$ cat src/rtl/thresholding_pkg.sv
// thresholding_pkg: address map, AXI response codes and loader states shared by
// the threshold loader and the core's decoder.
package thresholding_pkg;

  localparam logic [1:0] OKAY   = 2'b00;
  localparam logic [1:0] SLVERR = 2'b10;
  localparam logic [1:0] DECERR = 2'b11;

  typedef logic [1:0] loader_state_t;

  localparam loader_state_t ST_IDLE   = 2'd0;
  localparam loader_state_t ST_FETCH  = 2'd1;
  localparam loader_state_t ST_ISSUE  = 2'd2;
  localparam loader_state_t ST_WAIT_B = 2'd3;

  // Byte address of threshold t of channel cf*PE+pe; pe_bits = $clog2(PE).
  function automatic logic [31:0] addr_of(
    input int unsigned n,
    input int unsigned pe_bits,
    input logic [31:0] cf,
    input logic [31:0] pe,
    input logic [31:0] t
  );
    return ((cf << (pe_bits + n)) | (pe << n) | t) << 2;
  endfunction

endpackage

$ cat src/rtl/thresholding_loader_addr_gen.sv
// thresholding_loader_addr_gen: t/pe/cf walk over the threshold map, yielding
// the current write address and the last-threshold flag.
module thresholding_loader_addr_gen
  import thresholding_pkg::*;
#(
  parameter int N  = 4,
  parameter int C  = 16,
  parameter int PE = 4,
  localparam int CF        = C / PE,
  localparam int ADDR_BITS = $clog2(CF) + $clog2(PE) + N + 2
) (
  input  logic                 ap_clk,
  input  logic                 ap_rst_n,
  input  logic                 clr,
  input  logic                 step,
  output logic [ADDR_BITS-1:0] addr,
  output logic                 last
);

  localparam int PEW = (PE > 1) ? $clog2(PE) : 1;
  localparam int CFW = (CF > 1) ? $clog2(CF) : 1;
  localparam logic [N-1:0]   T_MAX  = N'(2 ** N - 2);
  localparam logic [PEW-1:0] PE_MAX = PEW'(PE - 1);
  localparam logic [CFW-1:0] CF_MAX = CFW'(CF - 1);

  logic [N-1:0]   t_q, t_d;
  logic [PEW-1:0] pe_q, pe_d;
  logic [CFW-1:0] cf_q, cf_d;
  logic           t_wrap, pe_wrap, cf_wrap;

  always_comb begin
    t_wrap  = t_q == T_MAX;
    pe_wrap = pe_q == PE_MAX;
    cf_wrap = cf_q == CF_MAX;
    t_d  = clr ? '0 : step ? (t_wrap ? '0 : t_q + 1'b1) : t_q;
    pe_d = clr ? '0 : (step && t_wrap) ? (pe_wrap ? '0 : pe_q + 1'b1) : pe_q;
    cf_d = clr ? '0 : (step && t_wrap && pe_wrap) ? (cf_wrap ? '0 : cf_q + 1'b1) : cf_q;
    addr = ADDR_BITS'(addr_of(N, $clog2(PE), 32'(cf_q), 32'(pe_q), 32'(t_q)));
    last = t_wrap && pe_wrap && cf_wrap;
  end

  always_ff @(posedge ap_clk or negedge ap_rst_n) begin
    if (!ap_rst_n) begin
      t_q  <= '0;
      pe_q <= '0;
      cf_q <= '0;
    end else begin
      t_q  <= t_d;
      pe_q <= pe_d;
      cf_q <= cf_d;
    end
  end

endmodule

$ cat src/rtl/thresholding_axilite_loader.sv
// thresholding_axilite_loader: turns a channel-major threshold stream into one
// AXI-Lite write per threshold into a thresholding_axi core's memory.
module thresholding_axilite_loader
  import thresholding_pkg::*;
#(
  parameter int N      = 4,
  parameter int K      = 8,
  parameter int C      = 16,
  parameter int PE     = 4,
  parameter int SIGNED = 1,
  localparam int CF        = C / PE,
  localparam int ADDR_BITS = $clog2(CF) + $clog2(PE) + N + 2,
  localparam int TW        = ((K + 7) / 8) * 8
) (
  input  logic                 ap_clk,
  input  logic                 ap_rst_n,
  input  logic                 start,
  output logic                 busy,
  output logic                 done,
  output logic                 err,
  output logic                 s_axis_tready,
  input  logic                 s_axis_tvalid,
  input  logic [TW-1:0]        s_axis_tdata,
  output logic                 m_axilite_AWVALID,
  input  logic                 m_axilite_AWREADY,
  output logic [ADDR_BITS-1:0] m_axilite_AWADDR,
  output logic                 m_axilite_WVALID,
  input  logic                 m_axilite_WREADY,
  output logic [31:0]          m_axilite_WDATA,
  output logic [3:0]           m_axilite_WSTRB,
  input  logic                 m_axilite_BVALID,
  output logic                 m_axilite_BREADY,
  input  logic [1:0]           m_axilite_BRESP
);

  loader_state_t state_q, state_d;
  logic          aw_q, aw_d, w_q, w_d;
  logic          done_q, done_d, err_q, err_d;
  logic [31:0]   wdata_q, wdata_d;
  logic [K-1:0]  tval;
  logic [31:0]   ext;
  logic          clr, step, last;

  // Counters only move in IDLE (clear) and WAIT_B (step), so the address is
  // stable for the whole ISSUE phase without a separate latch.
  thresholding_loader_addr_gen #(.N(N), .C(C), .PE(PE)) u_addr_gen (
    .ap_clk   (ap_clk),
    .ap_rst_n (ap_rst_n),
    .clr      (clr),
    .step     (step),
    .addr     (m_axilite_AWADDR),
    .last     (last)
  );

  always_comb begin
    tval    = s_axis_tdata[K-1:0];
    ext     = (SIGNED != 0) ? 32'(signed'(tval)) : 32'(tval);
    state_d = state_q;
    aw_d    = aw_q;
    w_d     = w_q;
    wdata_d = wdata_q;
    err_d   = err_q;
    done_d  = 1'b0;
    clr     = 1'b0;
    step    = 1'b0;
    case (state_q)
      ST_IDLE: if (start && !done_q) begin
        state_d = ST_FETCH;
        err_d   = 1'b0;
        clr     = 1'b1;
      end
      ST_FETCH: if (s_axis_tvalid) begin
        state_d = ST_ISSUE;
        wdata_d = ext;
        aw_d    = 1'b1;
        w_d     = 1'b1;
      end
      ST_ISSUE: begin
        aw_d    = aw_q && !m_axilite_AWREADY;
        w_d     = w_q && !m_axilite_WREADY;
        state_d = (!aw_d && !w_d) ? ST_WAIT_B : ST_ISSUE;
      end
      default: if (m_axilite_BVALID) begin
        err_d   = err_q || (m_axilite_BRESP != OKAY);
        done_d  = last;
        step    = !last;
        state_d = last ? ST_IDLE : ST_FETCH;
      end
    endcase
  end

  always_ff @(posedge ap_clk or negedge ap_rst_n) begin
    if (!ap_rst_n) begin
      state_q <= ST_IDLE;
      aw_q    <= 1'b0;
      w_q     <= 1'b0;
      done_q  <= 1'b0;
      err_q   <= 1'b0;
      wdata_q <= '0;
    end else begin
      state_q <= state_d;
      aw_q    <= aw_d;
      w_q     <= w_d;
      done_q  <= done_d;
      err_q   <= err_d;
      wdata_q <= wdata_d;
    end
  end

  assign busy              = state_q != ST_IDLE;
  assign done              = done_q;
  assign err               = err_q;
  assign s_axis_tready     = state_q == ST_FETCH;
  assign m_axilite_AWVALID = aw_q;
  assign m_axilite_WVALID  = w_q;
  assign m_axilite_WDATA   = wdata_q;
  assign m_axilite_WSTRB   = 4'hF;
  assign m_axilite_BREADY  = state_q == ST_WAIT_B;

endmodule
$ cat config.mk
export PLATFORM = sky130hd
export DESIGN_NAME = thresholding_axilite_loader
export DESIGN_NICKNAME = d
export VERILOG_FILES = /design/src/rtl/thresholding_pkg.sv /design/src/rtl/thresholding_loader_addr_gen.sv /design/src/rtl/thresholding_axilite_loader.sv
export SDC_FILE = /design/constraint.sdc
export NUM_CORES = 1
export LEC_CHECK = 0
export ABC_CLOCK_PERIOD_IN_PS = 1890
export CORE_UTILIZATION = 40
export DETAILED_ROUTE_END_ITERATION = 6
export MAX_ROUTING_LAYER = met4
export PLACE_DENSITY = 0.81
export SETUP_SLACK_MARGIN = 0.3
export SLEW_MARGIN = 30
export SYNTH_ARGS = -nofsm -noshare
export SYNTH_HDL_FRONTEND = slang
export SYNTH_SLANG_ARGS = --single-unit
$ cat constraint.sdc
create_clock -name ap_clk -period 1.89 [get_ports ap_clk]
set_clock_uncertainty 0.05 [all_clocks]
set_input_delay 0.2835 -clock ap_clk [delete_from_list [all_inputs] [get_ports ap_clk]]
set_output_delay 0.2835 -clock ap_clk [all_outputs]
set_load 0.01 [all_outputs]
==> results.txt <==
run status: finished, final reports clean
worst r2r src: state_q[0]$_DFFE_PN0P_
antenna violations before repair: 0
total via count after detailed routing: 1195
total congestion overflow after global routing: 0
sequential area share after synthesis: 0.4018
# IOs: 70
sequential standard cell area: 554.3 um2
HPWL after DPL: 2.147 mm
IR Drop Worst-Case VDD: 1029 uV
post-synthesis to final-layout area growth: 55.34%
Mapped Cells: 140
upper clock frequency limit: 0.5737 GHz
leakage: 1.193 nW
Pre-antenna DRT Iters: 4
area of the multi-input gates: 651.9 um2
worst min-delay path class: in -> async
final-report setup violation count: 0
WS Path Type: reg -> reg
Core Region: 3153 um2
number of global-route vias before repair: 1106
library cell contributing the largest single delay on the critical path: sky130_fd_sc_hd__dfrtp_1
final core utilization: 0.6750
final number of max-transition violations: 0
clock tree from TritonCTS: built
final estimated routing congestion in global placement: 0.7251
cell chain of the critical path: buf_6, ha_4, nor4_4, a21oi_2, and2_4, mux2_4
final-layout fill cell count: 275
Crit. Startpoint: state_q[0]$_DFFE_PN0P_
type of element launching the critical path: flip-flop
max cap viols: 0
first-pass GRT wire length: 4.788 mm
Nets: 226
cell area after synthesis: 1370 um2
quantity of hold-fixing buffers added after cts: 0
starting density of the core: 0.4345
Hold Fails Final Rpt: 0
clock transition at the registers of the reported paths: 0.13 ns
clk sinks: 22
count of unique library cells instantiated by Yosys: 29
number of cell rows: 20
clock network latency to the later pin of the worst-skew pair: 0.30 ns
maximum cell stage delay along the critical path: 0.45 ns
GRT Resource Usage Total: 0.1821
Routed WL per cell: 13.31 um
arrival time worst endpoint: 1.90 ns
pin count of the biggest net entering global routing: 23
vertical extent of the die: 60.53 um
diode insertion count for antenna repair: 0
fraction of the cycle the final worst path needs: 0.9222
endpoint class of the critical path: flip-flop
Root Driver: sky130_fd_sc_hd__clkbuf_4
fin area: 2128 um2
initial drt markers: 13
ratio of cells with drive above 1 in the final layout: 0.2350
placed instance area: 1856 um2
non-filler instance count after layout: 244
Post-Syn Area per Cell: 9.786 um2
count of placed standard cells including taps: 221
unrepaired setup endpoints after global routing: yes
remaining routing DRC violations: 0
overall power after layout: 0.003111 W
highest net fanout along the worst path: 4
YS warnings: 0
Die Width: 60.53 um
total CTS buffers: 3
buffers from clock root to sink, at most: 2
power per cell area: 1462 nW/um2
post-route setup TNS: 0 ns
wire length reported by the detailed router: 3.248 mm
worst path required time: 2.04 ns
H-tree levels: 1
number of port buffers: 63
via/cell ratio: 4.898
flops & latches, synth: 22
Final ANT Viol Nets: 0
die outline area: 3663 um2
post-layout min period: 1.743 ns
sequential cells by signal, indices dropped and copies added, names as in the netlist:
name,flops
u_addr_gen.cf_q,2
err,1
m_axilite_WDATA,8
state_q,2
u_addr_gen.t_q,4
u_addr_gen.pe_q,2
m_axilite_WVALID,1
done,1
m_axilite_AWVALID,1
path summary, 6_finish.rpt:
check | endpoint | slack (ns) | cells past startpoint
max reg2reg | state_q[1]$_DFFE_PN0P_ | 0.15 | 6
min | u_addr_gen.pe_q[1]$_DFFE_PN0P_ | 0.25 | 2
min reg2reg | m_axilite_WDATA[0]$_DFFE_PN0P_ | 0.45 | 1
max in group asynchronous | m_axilite_WDATA[7]$_DFFE_PN0P_ | 1.29 | 2
max | state_q[1]$_DFFE_PN0P_ | 0.15 | 6
min in group ap_clk | m_axilite_WDATA[0]$_DFFE_PN0P_ | 0.45 | 1
synth_stat cells, drive strengths merged:
master / n / area share
buf: 32 / 0.17
dfrtp: 22 / 0.40
a21oi: 11 / 0.040
mux2: 10 / 0.088
nand2: 10 / 0.027
nor2: 10 / 0.027
ha: 8 / 0.073
nand3: 6 / 0.022
inv: 4 / 0.011
nand2b: 4 / 0.018
o21ai: 4 / 0.015
mux2i: 3 / 0.022
and2: 2 / 0.011
conb: 2 / 0.0055
nor4: 2 / 0.014
a311oi: 1 / 0.0064
a31oi: 1 / 0.0046
and3: 1 / 0.0046
nand4: 1 / 0.0046
nand4b: 1 / 0.0064
nor3: 1 / 0.0036
nor3b: 1 / 0.0055
o22ai: 1 / 0.0046
o31a: 1 / 0.0064
xor2: 1 / 0.0064
layer usage:
layer	GRT usage	wire [um]	up-vias
li1	-	-	562
met1	0.1976	1245	567
met2	0.3344	1728	60
met3	0.02772	213	6
met4	0.06494	61	0
met5	-	0	-
where the power goes:
part | switching (W) | total, W | internal [W]
combinational | 0.000921 | 0.00201 | 0.00109
sequential | 0.000104 | 0.000743 | 0.000639
clock | 0.000145 | 0.000359 | 0.000214
total | 0.00117 | 0.00311 | 0.00194
metrics by stage:
step	setup WS, ns	hold slack (ns)
final	0.1470	0.2537
after global routing	0.1100	0.2625
after CTS	0.1630	0.2558
after detailed placement	0.1603	0.4336
after global placement	0.2072	0.4258
after floorplan	0.3393	-0.06209
critical path: cells and delay by family, from the launching register on:
family	cells	cell delay (ns)
compound gates	1	0.08
flops	1	0.45
mux	1	0.29
fa+ha+maj	1	0.17
simple gates	2	0.46
buf+inv	1	0.15
placed cells by master (no fill, tap or decap), types with 5 or more instances in the layout:
master / count
sky130_fd_sc_hd__a21oi_1: 10
sky130_fd_sc_hd__buf_4: 19
sky130_fd_sc_hd__clkdlybuf4s50_1: 17
sky130_fd_sc_hd__conb_1: 6
sky130_fd_sc_hd__dfrtp_1: 19
sky130_fd_sc_hd__dlygate4sd2_1: 27
sky130_fd_sc_hd__dlymetal6s2s_1: 16
sky130_fd_sc_hd__mux2_1: 8
sky130_fd_sc_hd__nand2_1: 9
sky130_fd_sc_hd__nand3_1: 5
sky130_fd_sc_hd__nor2_1: 10
kinds of logic after synthesis:
group | synth area share
xor gates and xnor gates | 0.006394
adders and majority gates | 0.07306
muxes | 0.1096
DFF | 0.4018
and+or+nand+nor | 0.1443
other | 0.005481
buffers and inverters | 0.1826
AOI/OAI and AO/OA | 0.07672
final cells by class:
| class | instances | share of cell area |
|---|---|---|
| Clock buffer | 3 | 0.01058 |
| Inverter | 4 | 0.007055 |
| Multi-Input combinational cell | 86 | 0.3063 |
| Clock inverter | 1 | 0.01411 |
| Timing Repair Buffer | 84 | 0.3757 |
| Sequential cell | 22 | 0.2604 |
| Tap cell | 44 | 0.02587 |
what timing repair did:
| item | CTS | global route |
|---|---|---|
| setup buffers | 14 | 5 |
| pin swaps | 0 | 3 |
| resized for setup | 46 | 32 |
| setup endpoints to repair | 48 | 34 |
(Power assumes the default switching activity.)
